### config.mk
export PLATFORM = sky130hd
export DESIGN_NAME = ctrl_fsm_hs
export DESIGN_NICKNAME = d
export VERILOG_FILES = /design/src/rtl/ctrl_fsm_hs_pkg.sv /design/src/rtl/ctrl_fsm_hs_decode.sv /design/src/rtl/ctrl_fsm_hs.sv
export SDC_FILE = /design/constraint.sdc
export NUM_CORES = 1
export LEC_CHECK = 0
export ABC_AREA = 1
export BUFFER_PORTS_ARGS = -buffer_cell sky130_fd_sc_hd__buf_2
export CAP_MARGIN = 20
export CELL_PAD_IN_SITES_DETAIL_PLACEMENT = 0
export CELL_PAD_IN_SITES_GLOBAL_PLACEMENT = 1
export CORE_MARGIN = 4
export CORE_UTILIZATION = 40
export CTS_CLUSTER_DIAMETER = 120
export CTS_CLUSTER_SIZE = 40
export DETAILED_ROUTE_END_ITERATION = 8
export GPL_ROUTABILITY_DRIVEN = 0
export PLACE_DENSITY_LB_ADDON = 0.1
export SLEW_MARGIN = 10
export SYNTH_ARGS = -nofsm -noshare
export SYNTH_HDL_FRONTEND = slang
export SYNTH_SLANG_ARGS = --single-unit
### constraint.sdc
create_clock -name clk -period 3.2 [get_ports clk]
set_input_delay 0.64 -clock clk [delete_from_list [all_inputs] [get_ports clk]]
set_output_delay 0.64 -clock clk [all_outputs]
set_load 0.02 [all_outputs]
### src/rtl/ctrl_fsm_hs_pkg.sv
// -----------------------------------------------------------------------------
// ctrl_fsm_hs_pkg
// Shared definitions for the accumulator-machine control unit: FSM state
// encoding, the sixteen opcodes, accumulator/PC source-select encodings, the
// latched-flag and execute-strobe bundles, and a helper that classifies ALU
// opcodes.
// -----------------------------------------------------------------------------
package ctrl_fsm_hs_pkg;

   typedef enum logic [2:0] {
      ST_IDLE    = 3'd0,
      ST_FETCH   = 3'd1,
      ST_DECODE  = 3'd2,
      ST_EXECUTE = 3'd3,
      ST_HALT    = 3'd4,
      ST_FAULT   = 3'd5
   } state_t;

   // Opcodes (upper 4 bits of the instruction word)
   localparam logic [3:0] OP_NOP  = 4'h0;
   localparam logic [3:0] OP_LDI  = 4'h1;
   localparam logic [3:0] OP_LDR  = 4'h2;
   localparam logic [3:0] OP_STR  = 4'h3;
   localparam logic [3:0] OP_ADD  = 4'h4;
   localparam logic [3:0] OP_SUB  = 4'h5;
   localparam logic [3:0] OP_AND  = 4'h6;
   localparam logic [3:0] OP_OR   = 4'h7;
   localparam logic [3:0] OP_XOR  = 4'h8;
   localparam logic [3:0] OP_CMP  = 4'h9;
   localparam logic [3:0] OP_JMP  = 4'hA;
   localparam logic [3:0] OP_JMPR = 4'hB;
   localparam logic [3:0] OP_JZ   = 4'hC;
   localparam logic [3:0] OP_JN   = 4'hD;
   localparam logic [3:0] OP_JC   = 4'hE;
   localparam logic [3:0] OP_HLT  = 4'hF;

   // Accumulator source select
   localparam logic [1:0] SEL_ACC_IMM = 2'b00;
   localparam logic [1:0] SEL_ACC_REG = 2'b01;
   localparam logic [1:0] SEL_ACC_ALU = 2'b10;

   // PC source select
   localparam logic SEL_PC_REG = 1'b0;
   localparam logic SEL_PC_IMM = 1'b1;

   // ALU flags as latched at the end of an ALU EXECUTE cycle
   typedef struct packed {
      logic z;
      logic n;
      logic c;
   } flags_t;

   // Everything the EXECUTE cycle drives towards the datapath
   typedef struct packed {
      logic       load_pc;
      logic       load_acc;
      logic       load_reg;
      logic       sel_pc;
      logic [1:0] sel_acc;
      logic [3:0] alu_op;
   } exec_ctrl_t;

   // Opcodes 4..9 are ALU operations (plain unsigned range test)
   function automatic logic is_alu_op(input logic [3:0] op);
      return (op >= OP_ADD) && (op <= OP_CMP);
   endfunction

endpackage : ctrl_fsm_hs_pkg

### src/rtl/ctrl_fsm_hs_decode.sv
// -----------------------------------------------------------------------------
// ctrl_decode
// Purely combinational opcode decoder. Maps the opcode and the latched ALU
// flags to the strobe/select bundle that applies during an EXECUTE cycle.
// The caller is responsible for gating the result with the FSM state.
//
// Ports
//   opcode   in  4  instruction opcode
//   flag_z   in  1  latched zero flag
//   flag_n   in  1  latched negative flag
//   flag_c   in  1  latched carry flag
//   load_pc  out 1  load program counter
//   load_acc out 1  load accumulator
//   load_reg out 1  write register file
//   sel_pc   out 1  PC source (1 = immediate, 0 = register file)
//   sel_acc  out 2  accumulator source (00 imm, 01 reg, 1x ALU)
//   alu_op   out 4  ALU operation code
// -----------------------------------------------------------------------------
module ctrl_decode
   import ctrl_fsm_hs_pkg::*;
(
   input  logic [3:0] opcode,
   input  logic       flag_z,
   input  logic       flag_n,
   input  logic       flag_c,
   output logic       load_pc,
   output logic       load_acc,
   output logic       load_reg,
   output logic       sel_pc,
   output logic [1:0] sel_acc,
   output logic [3:0] alu_op
);

   always_comb begin
      // NOTE: every output gets a default before the case so no path leaves
      // a signal unassigned, which would otherwise infer a latch.
      load_pc  = 1'b0;
      load_acc = 1'b0;
      load_reg = 1'b0;
      sel_pc   = SEL_PC_REG;
      sel_acc  = SEL_ACC_IMM;
      alu_op   = 4'h0;

      if (is_alu_op(opcode)) begin
         load_acc = 1'b1;
         sel_acc  = SEL_ACC_ALU;
         alu_op   = opcode;
      end else begin
         case (opcode)
            OP_LDI: begin
               load_acc = 1'b1;
               sel_acc  = SEL_ACC_IMM;
            end
            OP_LDR: begin
               load_acc = 1'b1;
               sel_acc  = SEL_ACC_REG;
            end
            OP_STR: begin
               load_reg = 1'b1;
            end
            OP_JMP: begin
               load_pc = 1'b1;
               sel_pc  = SEL_PC_IMM;
            end
            OP_JMPR: begin
               load_pc = 1'b1;
               sel_pc  = SEL_PC_REG;
            end
            OP_JZ: begin
               load_pc = flag_z;
               sel_pc  = flag_z ? SEL_PC_IMM : SEL_PC_REG;
            end
            OP_JN: begin
               load_pc = flag_n;
               sel_pc  = flag_n ? SEL_PC_IMM : SEL_PC_REG;
            end
            OP_JC: begin
               load_pc = flag_c;
               sel_pc  = flag_c ? SEL_PC_IMM : SEL_PC_REG;
            end
            // NOP, HLT: no strobes
            default: ;
         endcase
      end
   end

endmodule : ctrl_decode

### src/rtl/ctrl_fsm_hs.sv
// -----------------------------------------------------------------------------
// ctrl_fsm_hs
// Control unit for a small accumulator machine. Sequences
// IDLE -> FETCH -> DECODE -> EXECUTE -> FETCH ..., with a bounded wait for the
// instruction memory handshake (FAULT on expiry) and a sticky HALT.
//
// Ports
//   clk       in   1       rising-edge clock
//   rst_n     in   1       asynchronous active-low reset
//   start     in   1       level; leaves IDLE when high
//   instr     in   4+IMMW  instruction register {opcode, immediate}
//   imem_ack  in   1       instruction memory data valid
//   flagZ/N/C in   1       live ALU flags
//   imem_req  out  1       fetch request (high in FETCH)
//   loadIR    out  1       load IR (FETCH and imem_ack)
//   incPC     out  1       increment PC (FETCH and imem_ack)
//   loadPC    out  1       load PC
//   loadAcc   out  1       load accumulator
//   loadReg   out  1       write register file
//   selPC     out  1       1 = immediate, 0 = register file
//   selACC    out  2       00 imm, 01 register file, 1x ALU
//   aluOp     out  4       ALU operation code
//   halt      out  1       sticky, high in HALT
//   fault     out  1       sticky, high in FAULT (fetch timeout)
//
// The Moore outputs are registered from the next state, so they line up with
// the state they belong to. The EXECUTE bundle is therefore decoded during
// DECODE, when the IR already holds the new instruction and the flag latch
// still holds the result of the last ALU operation.
// -----------------------------------------------------------------------------
module ctrl_fsm_hs
   import ctrl_fsm_hs_pkg::*;
#(
   parameter int IMMW    = 4,
   parameter int TIMEOUT = 16
) (
   input  logic            clk,
   input  logic            rst_n,
   input  logic            start,
   input  logic [IMMW+3:0] instr,
   input  logic            imem_ack,
   input  logic            flagZ,
   input  logic            flagN,
   input  logic            flagC,
   output logic            imem_req,
   output logic            loadIR,
   output logic            incPC,
   output logic            loadPC,
   output logic            loadAcc,
   output logic            loadReg,
   output logic            selPC,
   output logic [1:0]      selACC,
   output logic [3:0]      aluOp,
   output logic            halt,
   output logic            fault
);

   localparam int              CNT_W    = (TIMEOUT > 1) ? $clog2(TIMEOUT) : 1;
   localparam logic [CNT_W-1:0] CNT_LAST = CNT_W'(TIMEOUT - 1);

   state_t           state_q,    state_d;
   logic [CNT_W-1:0] wait_cnt_q, wait_cnt_d;
   flags_t           flags_q,    flags_d;
   exec_ctrl_t       exec_q,     exec_d;
   logic             imem_req_q, imem_req_d;
   logic             halt_q,     halt_d;
   logic             fault_q,    fault_d;

   exec_ctrl_t       dec_ctrl;
   logic [3:0]       opcode;

   assign opcode = instr[IMMW+3:IMMW];

   // The immediate itself goes straight to the datapath; only the opcode
   // matters to the controller.
   logic unused_imm_bits;
   assign unused_imm_bits = ^instr[IMMW-1:0];

   ctrl_decode u_decode (
      .opcode   (opcode),
      .flag_z   (flags_q.z),
      .flag_n   (flags_q.n),
      .flag_c   (flags_q.c),
      .load_pc  (dec_ctrl.load_pc),
      .load_acc (dec_ctrl.load_acc),
      .load_reg (dec_ctrl.load_reg),
      .sel_pc   (dec_ctrl.sel_pc),
      .sel_acc  (dec_ctrl.sel_acc),
      .alu_op   (dec_ctrl.alu_op)
   );

   // -------------------------------------------------------------------------
   // Next-state, wait counter, flag latch and registered-output logic
   // -------------------------------------------------------------------------
   always_comb begin
      state_d    = state_q;
      wait_cnt_d = wait_cnt_q;
      flags_d    = flags_q;

      case (state_q)
         ST_IDLE: begin
            if (start) state_d = ST_FETCH;
         end
         ST_FETCH: begin
            // An ack on the last permitted cycle still wins over the timeout.
            if (imem_ack) begin
               state_d = ST_DECODE;
            end else if (wait_cnt_q == CNT_LAST) begin
               state_d = ST_FAULT;
            end else begin
               wait_cnt_d = wait_cnt_q + CNT_W'(1);
            end
         end
         ST_DECODE: begin
            state_d = ST_EXECUTE;
         end
         ST_EXECUTE: begin
            if (is_alu_op(opcode)) begin
               flags_d = '{z: flagZ, n: flagN, c: flagC};
            end
            state_d = (opcode == OP_HLT) ? ST_HALT : ST_FETCH;
         end
         ST_HALT:  state_d = ST_HALT;
         ST_FAULT: state_d = ST_FAULT;
         default:  state_d = ST_IDLE;
      endcase

      // Every FETCH starts with a fresh wait budget.
      if (state_d == ST_FETCH && state_q != ST_FETCH) begin
         wait_cnt_d = '0;
      end

      imem_req_d = (state_d == ST_FETCH);
      halt_d     = (state_d == ST_HALT);
      fault_d    = (state_d == ST_FAULT);
      exec_d     = (state_d == ST_EXECUTE) ? dec_ctrl : '0;
   end

   always_ff @(posedge clk or negedge rst_n) begin
      // NOTE: state is updated with non-blocking assignments so every flop
      // samples the values from before this edge, independent of order.
      if (!rst_n) begin
         state_q    <= ST_IDLE;
         wait_cnt_q <= '0;
         flags_q    <= '0;
         exec_q     <= '0;
         imem_req_q <= 1'b0;
         halt_q     <= 1'b0;
         fault_q    <= 1'b0;
      end else begin
         state_q    <= state_d;
         wait_cnt_q <= wait_cnt_d;
         flags_q    <= flags_d;
         exec_q     <= exec_d;
         imem_req_q <= imem_req_d;
         halt_q     <= halt_d;
         fault_q    <= fault_d;
      end
   end

   // -------------------------------------------------------------------------
   // Outputs
   // -------------------------------------------------------------------------
   // IR load and PC increment must coincide with the data-valid cycle, so
   // they are the only outputs qualified combinationally by imem_ack.
   assign loadIR   = (state_q == ST_FETCH) && imem_ack;
   assign incPC    = (state_q == ST_FETCH) && imem_ack;

   assign imem_req = imem_req_q;
   assign loadPC   = exec_q.load_pc;
   assign loadAcc  = exec_q.load_acc;
   assign loadReg  = exec_q.load_reg;
   assign selPC    = exec_q.sel_pc;
   assign selACC   = exec_q.sel_acc;
   assign aluOp    = exec_q.alu_op;
   assign halt     = halt_q;
   assign fault    = fault_q;

endmodule : ctrl_fsm_hs

* Yosys cells after proc, flatten, opt, wreduce, memory -nomap -nowiden
Index checks and enable logic that the tools add are counted.
W data, S select, Z words.
** Cells by class
- Add/sub/neg operators :: 1
- Multiply operators :: 0
- Div/mod/pow operators :: 0
- Order comparisons :: 2
- Equality and inequality tests :: 22
- Shifts and indexed selects :: 0
- Mux-type cells :: 24
- Bitwise operators :: 0
- Reduce and logical (&&, ||, !) cells :: 9
** Operator list (count)
- $eq A4 B4 Y1 const B :: 7
- $mux W4 :: 5
- $pmux W3 S6 :: 1
- $eq A3 B3 Y1 const B :: 4
- $mux W3 :: 4
- $mux W1 :: 10
- $mux W10 :: 1
- $eq A3 B2 Y1 const B :: 3
- $eq A4 B2 Y1 const B :: 2
- $pmux W1 S4 :: 2
- $eq A3 B1 Y1 const B :: 2
- $add A4 B1 Y4 const B :: 1
- $eq A4 B1 Y1 const B :: 1
- $ge A4 B3 Y1 const B :: 1
- $le A4 B4 Y1 const B :: 1
- $ne A2 B1 Y1 const B :: 2
- $reduce_or A2 Y1 :: 2
- $logic_and A1 B1 Y1 :: 3
- $logic_not A3 Y1 :: 1
- $ne A3 B1 Y1 const B :: 1
- $reduce_and A3 Y1 :: 1
- $mux W2 :: 1
- $reduce_and A2 Y1 :: 1
- $reduce_bool A2 Y1 :: 1
** Word-level totals
- Flip-flop bits (word level) :: 23
- Bits in latches :: 0
- Memory bits (writable) :: 0
- ROM bits :: 0
- Bits of input ports :: 15
- Output and inout bits :: 15
- Memories :: 0

* Depth between registers and ports, before layout
Gate-level depths: netlist of run 1.
- Word-level depth :: 8
- Mapped depth :: 9

* Cells and area by module
From an unflattened synthesis of run 1, not the netlist that was laid out.
** Second synthesis, totals
- Cells, all modules :: 150
- Area, all modules :: 1161.1 um^2
** By module, submodules not included
- ctrl_fsm_hs :: instances 1, cells an instance 116, area an instance 1019.7 um^2, sequential area each 575.6 um^2
- ctrl_decode :: instances 1, cells an instance 34, area an instance 141.4 um^2, sequential area each 0.0 um^2

* Least setup slack after synthesis of run 1
No wires, ideal clock.
- Path type :: input to output
- Start :: in imem_ack
- End :: out loadIR
- Arrival :: 1316 ps
- Data required time :: 2560 ps
- Slack :: 1244 ps
- Cell stages on the path :: 3
- Buffers on the path :: 1
- Path through :: inv_1 > nor2_1 > buf_4
** Between the ends
- Word-level cells in the longest chain between the ends :: 1
** RTL lines
- start: declaration :: line ctrl_fsm_hs.sv:41 : input logic imem_ack,
- $logic_and A1 B1 Y1
- end: declaration :: line ctrl_fsm_hs.sv:46 : output logic loadIR,
No other way between the ends.

* Final worst setup path of run 1
- Start :: reg state_q[0]
- End :: out loadIR
** Between the ends
- Word-level cells in the longest chain between the ends :: 2
** RTL lines
- start: declaration :: line ctrl_fsm_hs.sv:61 : state_t state_q, state_d;
- start signal: assignment :: line ctrl_fsm_hs.sv:151 : state_q <= state_d;
- $eq A3 B1 Y1 :: line ctrl_fsm_hs.sv:166 : assign loadIR = (state_q == ST_FETCH) && imem_ack;
- $logic_and A1 B1 Y1 :: line ctrl_fsm_hs.sv:166
No other way between the ends.

==> metrics.md, run 1 <==
| Metric | Value |
|---|---|
| Outcome | complete, no violations |
| Slowest CP cell | sky130_fd_sc_hd__dfrtp_1 |
| Distinct cell type count of the synthesized netlist | 22 |
| Combined area of all synthesized cells | 0.00110 mm^2 |
| Worst-margin pin slew | 492 ps |
| Area of the core | 0.00254 mm^2 |
| Number of placement rows | 18 |
| Cell depth of the worst setup path | 5 |
| Largest area contributor in the synthesized netlist | sky130_fd_sc_hd__dfrtp_1 |
| Overall global routing resource usage | 12.7% |
| Routed wirelength normalized by instance count | 10.7 um |
| Diodes inserted | 0 |
| Shortest clock period the worst path allows after layout | 2010 ps |
| Via density per instance | 4.59 |
| Maximum clock frequency | 497 MHz |
| Cells along the critical path | inv_2 > nor2_4 > nand2_1 > nor2_1 > buf_2 |
| Post-route DRC | 0 |
| Global-route wire length before repair | 3530 um |
| TritonCTS clock tree | yes |
| Number of nets in the layout | 172 |
| Worst Path Max Fanout | 5 |
| Fraction of layout cells with a size suffix above 1 | 31.6% |
| Syn Area/Cell | 8.67 um^2 |
| Predominant post-synthesis flop cell | sky130_fd_sc_hd__dfrtp_1 |
| Die W | 60.5 um |
| Area of the die | 0.00366 mm^2 |
| Num CTS Buffers | 3 |
| Buffers plus inverters on the worst setup path | 2 |
| Vertical die dimension | 60.5 um |
| Vias in the first global route | 820 |
| Effective utilization at floorplan | 43.3% |
| Synth top area cells | sky130_fd_sc_hd__dfrtp_1 (52%), sky130_fd_sc_hd__nand2_1 (7.8%), sky130_fd_sc_hd__nor2_1 (6.8%) |
| Final-report hold violation count | 0 |
| Initial DRC count | 22 |
| Layout overhead on the synthesized area | 16.5% |
| Period Utilization, post-route | 62.8% |
| Data arrival time of the critical path | 1370 ps |
| Most numerous cell types in the synthesized netlist | sky130_fd_sc_hd__dfrtp_1 (23), sky130_fd_sc_hd__nand2_1 (23), sky130_fd_sc_hd__nor2_1 (20), sky130_fd_sc_hd__inv_1 (17), sky130_fd_sc_hd__nand3_1 (8) |
| Clock-pin transition on the worst setup and hold timing paths | 130 ps |
| EDFF count, synth | 0 |
| Count of pins over their slew limit | 0 |
| Startpoint type of the worst setup path | flop |
| Leakage dissipation | 0.000716 uW |
| Aggregate routed wire length | 1980 um |
| Async S/R FF share, synth | 100% |
| Post-synthesis sequential area ratio | 52.3% |
| Largest delay contributor family on the critical path | flip-flops |
| Detailed Routing Iterations Pass 1 | 2 |
| Num Clock Sinks | 23 |
| Power Density | 677 mW/mm^2 |
| Max incr delay on CP | 450 ps |
| Vias | 849 |
| Largest net degree at the start of global routing | 24 |
| Unrepaired setup endpoints after global routing | no |
| Aggregate negative setup slack | 0 ps |
| Total of warnings raised by yosys | 0 |
| Clock root cell | sky130_fd_sc_hd__clkbuf_4 |
| Share of the synthesized area in the top cell type | 52.3% |
| Max_slew headroom | 67.2% |
| Clock latency at the later pin of the worst-skew pair | 300 ps |
| H-tree depth reported by CTS | 1 |
| # setup viols final | 0 |
| Total overflow reported by the global router | 0 |
| Total I/O pin count | 30 |
| Max-capacitance violation count | 0 |
| Internal reg-to-reg setup slack | 1740 ps |
| Number of routed nets with antenna violations | 0 |
| Worst Path Required | 2560 ps |
| Antenna violations before repair | 0 |
| Worst IR drop on VDD | 474 uV |
| Worst reg2reg endpoint | wait_cnt_q[3]$_DFFE_PN0P_ |
| Count of hold buffers inserted by post-cts repair | 0 |
| Setup Skew | 14.1 ps |
| Final core utilization | 50.4% |
| Number of cells produced by synthesis | 127 |
| Half-perimeter wire length after placement | 1630 um |
| Mapped Nets | 143 |
| Number of gates resized after CTS | 0 |
| Worst Hold Class | input pin to async pin |
| Largest buffer count on any clock path | 2 |
| Flops & latches, synth | 23 |
| Reg-to-reg startpoint | wait_cnt_q[0]$_DFFE_PN0P_ |
| Cells on worst reg2reg path | 9 |
| Kind of critical path | flop to primary output |
| Type of destination of the critical path | primary output |
| Count of buffers added by post-CTS timing repair for setup | 0 |
| IO Port Bufs | 25 |
## where the power goes
group | total [uW] | internal, uW | switching, uW
Sequential | 401 | 354 | 46.4
Clock | 131 | 48.5 | 83.0
Combinational | 336 | 112 | 223
Total | 868 | 515 | 353
## cells in the final DEF, fill, tap and decap left out, types with 2 or more instances in the layout
master	count
sky130_fd_sc_hd__nand3_2	2
sky130_fd_sc_hd__nand2_1	23
sky130_fd_sc_hd__nor2_1	20
sky130_fd_sc_hd__buf_2	25
sky130_fd_sc_hd__a21oi_1	2
sky130_fd_sc_hd__nor4_1	2
sky130_fd_sc_hd__nor2_4	4
sky130_fd_sc_hd__inv_2	5
sky130_fd_sc_hd__nor3_1	4
sky130_fd_sc_hd__dfrtp_1	23
sky130_fd_sc_hd__clkbuf_4	3
sky130_fd_sc_hd__inv_1	17
sky130_fd_sc_hd__nor2_2	5
sky130_fd_sc_hd__nand3_1	8
sky130_fd_sc_hd__o21ai_0	3
## cells by family after synthesis
logic type	count (synthesis)	synth area share [%]
DFF	23	52.3
and+or+nand+nor	71	33.1
xor gates and xnor gates	1	0.796
AOI/OAI and AO/OA	8	4.55
buffers and inverters	23	8.18
adders and majority gates	1	1.14
## routing by layer
metal  global-route usage, %  wire length [um]  share of wire (%)
met3                    2.55               102                5.2
met2                    21.3               903                 46
met5                       0                 0                  0
met4                    3.72                12               0.61
met1                    16.6               961                 49
## worst max-delay path by stage
stage,startpoint,endpoint,slack (ps)
2_1_floorplan,imem_ack,loadIR,1240
3_3_place_gp,imem_ack,loadIR,1400
3_5_place_dp,imem_ack,loadIR,1390
4_1_cts,state_q[1]$_DFF_PN0_,loadIR,1180
5_1_grt,state_q[0]$_DFF_PN0_,loadIR,1040
6_report,state_q[0]$_DFF_PN0_,loadIR,1190
## worst reg2reg max path, delay by kind of cell, from the launching register on
kind	cells	cell delay (ps)
adders and majority gates	1	250
and+or+nand+nor	6	550
DFF	1	440
buffers and inverters	2	140
## flip-flops by register name (all words and copies together) (netlist names)
signal / flops
aluOp: 4
wait_cnt_q: 4
flags_q: 3
state_q: 3
selACC: 2
fault: 1
halt: 1
imem_req: 1
loadAcc: 1
loadPC: 1
loadReg: 1
selPC: 1
## final cells by class
type	instances	area [um^2]
Clock buffer	4	26.3
Inverter	22	82.6
Multi-Input combinational cell	81	435
Fill cell	265	1260
Tap cell	30	37.5
Sequential cell	23	576
Timing Repair Buffer	25	125
## through the flow
stage / power (uW) / std cells / instance area, um^2 / setup slack [ps] / hold slack [ps]
after floorplan: 664 / 127 / 1100 / 1240 / 344
after global placement: 747 / 181 / 1260 / 1400 / 463
after detailed placement: 752 / 181 / 1260 / 1390 / 464
after CTS: 884 / 185 / 1280 / 1180 / 297
after global routing: 951 / 185 / 1280 / 1040 / 294
final: 868 / 185 / 1280 / 1190 / 276
Power figures use the tool's default switching activity.
==> inputs of run 2 (changes only) <==
Settings changed: CORE_UTILIZATION 40 to 33.
Clock period 3.2 ns to 1.8 ns, I/O delays scaled along.
==> run 2 against run 1 <==
- wire length grew 1.8%
- first-iteration DRC count rose by 4.5%
- global-route usage decreased by 2.0 points
- critical path depth fell by 1
- power rose by 78%
- combinational power grew 80%
- worst hold slack got worse by 270 ps
- highest routed layer unchanged
==> metrics.md, run 2 (synthesis results as in run 1) <==
| Metric | Value |
|---|---|
| Clock-pin transition on the worst setup and hold timing paths | 120 ps (was 130 ps) |
| Final Power | 1550 uW (was 868 uW) |
| Aggregate routed wire length | 2020 um (was 1980 um) |
| Data arrival time of the critical path | 1340 ps (was 1370 ps) |
| Outcome | complete, no violations (unchanged) |
| Period Utilization, post-route | 94.2% |
| Most common cell after layout, fill and taps aside | sky130_fd_sc_hd__buf_2 (unchanged) |
| Routed wirelength normalized by instance count | 10.1 um (was 10.7 um) |
| # setup viols final | 0 (unchanged) |
| Cells on worst reg2reg path | 8 (was 9) |
| Overall global routing resource usage | 10.7% (was 12.7%) |
| Number of placement rows | 20 (was 18) |
| Final-report hold violation count | 0 (unchanged) |
| Total overflow reported by the global router | 0 (unchanged) |
| Vias | 830 (was 849) |
| Worst Path Max Fanout | 4 (was 5) |
| Maximum clock frequency | 590 MHz |
| Fin area | 0.00131 mm^2 (was 0.00128 mm^2) |
| Count of buffers added by post-CTS timing repair for setup | 0 (unchanged) |
| Filler Cell Count | 328 (was 265) |
| Largest net degree at the start of global routing | 24 (unchanged) |
| Clock latency at the later pin of the worst-skew pair | 300 ps (about the same) |
| Vertical die dimension | 65.8 um (was 60.5 um) |
| TritonCTS clock tree | yes (unchanged) |
| Largest buffer count on any clock path | 2 (unchanged) |
| Count of pins over their slew limit | 0 (unchanged) |
| Power Density | 1190 mW/mm^2 (was 677 mW/mm^2) |
| Most used cells in the layout excluding fill and tap cells | sky130_fd_sc_hd__buf_2 (25), sky130_fd_sc_hd__nand2_1 (23), sky130_fd_sc_hd__dfrtp_1 (22) (was sky130_fd_sc_hd__buf_2 (25), sky130_fd_sc_hd__nand2_1 (23), sky130_fd_sc_hd__dfrtp_1 (23)) |
| Worst Hold Class | input pin to async pin (unchanged) |
| Post-DP Area | 0.00127 mm^2 (was 0.00126 mm^2) |
| Number of routed nets with antenna violations | 0 (unchanged) |
| Startpoint type of the worst setup path | flop (unchanged) |
| Antenna violations before repair | 0 (unchanged) |
| Die W | 65.8 um (was 60.5 um) |
| Initial DRC count | 23 (was 22) |
| Register Area | 577 um^2 (was 576 um^2) |
| Detailed Routing Iterations Pass 1 | 3 (was 2) |
| Total I/O pin count | 30 (unchanged) |
| Area of combinational cells with multiple inputs | 438 um^2 (was 435 um^2) |
| Setup Skew | 5.00 ps (was 14.1 ps) |
| H-tree depth reported by CTS | 1 (unchanged) |
| Area of the die | 0.00432 mm^2 (was 0.00366 mm^2) |
| Post-route DRC | 0 (unchanged) |
| Fraction of layout cells with a size suffix above 1 | 33.5% (was 31.6%) |
| Post-Route Hold Slack | 2.15 ps (was 276 ps) |
| Clock root cell | sky130_fd_sc_hd__clkbuf_4 (unchanged) |
| Internal reg-to-reg setup slack | 340 ps (was 1740 ps) |
| Unrepaired setup endpoints after global routing | yes (was no) |
| Vias in the first global route | 820 (unchanged) |
| Reg-to-reg startpoint | wait_cnt_q[0]$_DFFE_PN0P_ (unchanged) |
| Num CTS Buffers | 3 (unchanged) |
| Worst reg2reg endpoint | wait_cnt_q[3]$_DFFE_PN0P_ (unchanged) |
| Max-capacitance violation count | 0 (unchanged) |
| Area of the core | 0.00313 mm^2 (was 0.00254 mm^2) |
| Half-perimeter wire length after placement | 1630 um (about the same) |
| Shortest clock period the worst path allows after layout | 1700 ps |
| Layout overhead on the synthesized area | 18.5% (was 16.5%) |
| Global-route wire length before repair | 3620 um (was 3530 um) |
| Worst Path Required | 1440 ps (was 2560 ps) |
| Worst-margin pin slew | 496 ps (was 492 ps) |
| Diodes inserted | 0 (unchanged) |
| Total instance count after detailed placement | 195 (was 181) |
| Via density per instance | 4.17 (was 4.59) |
| Effective utilization at floorplan | 35.2% (was 43.3%) |
| Finished Layout Cells | 199 (was 185) |
| Num Clock Sinks | 23 (unchanged) |
| Leakage dissipation | 0.000717 uW (was 0.000716 uW) |
| IO Port Bufs | 25 (unchanged) |
| Type of destination of the critical path | primary output (unchanged) |
| Max_slew headroom | 66.9% (was 67.2%) |
| Number of nets in the layout | 172 (unchanged) |
| Kind of critical path | flop to primary output (unchanged) |
| Worst IR drop on VDD | 585 uV (was 474 uV) |
run 2: per-layer routing:
| metal | vias up | GRT usage (%) | wire length, um |
|---|---|---|---|
| met4 | 0 | 1.55 | 10 |
| met3 | 2 | 4.10 | 138 |
| li1 | 443 | - | - |
| met2 | 18 | 16.8 | 885 |
| met1 | 367 | 14.2 | 981 |
| met5 | - | 0 | 0 |
run 2: power by group:
| part | leakage [uW] | switching [uW] | total [uW] | internal [uW] |
|---|---|---|---|---|
| combinational | 0.000394 | 404 | 604 | 200 |
| sequential | 0.000305 | 83.5 | 714 | 631 |
| clock | 0.0000177 | 146 | 229 | 82.8 |
run 2: worst max-delay path by stage:
stage                                      to                 startpoint  cells past startpoint  slack, ps
floorplan                              loadIR       state_q[1]$_DFF_PN0_                      4        210
global placement    wait_cnt_q[3]$_DFFE_PN0P_  wait_cnt_q[0]$_DFFE_PN0P_                      9        370
detailed placement  wait_cnt_q[3]$_DFFE_PN0P_  wait_cnt_q[0]$_DFFE_PN0P_                      8        360
CTS                                    loadIR       state_q[0]$_DFF_PN0_                      5         10
global route                           loadIR       state_q[0]$_DFF_PN0_                      5         -6
finish                                 loadIR       state_q[1]$_DFF_PN0_                      4        100
run 2: what timing repair did:
item / in CTS / in global routing
hold buffers: 0 / 0
setup endpoints to repair: 0 / 2
resized for setup: 0 / 2
run 2: area by class of cell:
| type | count | area share, % |
|---|---|---|
| inverters | 22 | 6.33 |
| well taps | 44 | 4.22 |
| multi-input cells | 81 | 33.6 |
| clock buffers | 3 | 1.73 |
| flip-flops and latches | 23 | 44.2 |
| repair buffers | 25 | 9.59 |
| clock inverters | 1 | 0.384 |
run 2: worst max-delay path, cell delays in order (launching register included):
cell                      delay (ps)
sky130_fd_sc_hd__dfrtp_1         460
sky130_fd_sc_hd__nor2_4          160
sky130_fd_sc_hd__nand2_1          90
sky130_fd_sc_hd__nor2_2          140
sky130_fd_sc_hd__buf_2           190
run 2: through the flow:
stage | TNS, ps | util, % | worst slack [ps]
3_5_place_dp | 0 | 40.7 | 357
5_1_grt | -11.9 | 41.7 | -5.98
6_report | 0 | 41.7 | 104
4_1_cts | 0 | 41.6 | 13.4
3_3_place_gp | 0 | 40.7 | 371
2_1_floorplan | 0 | - | 206
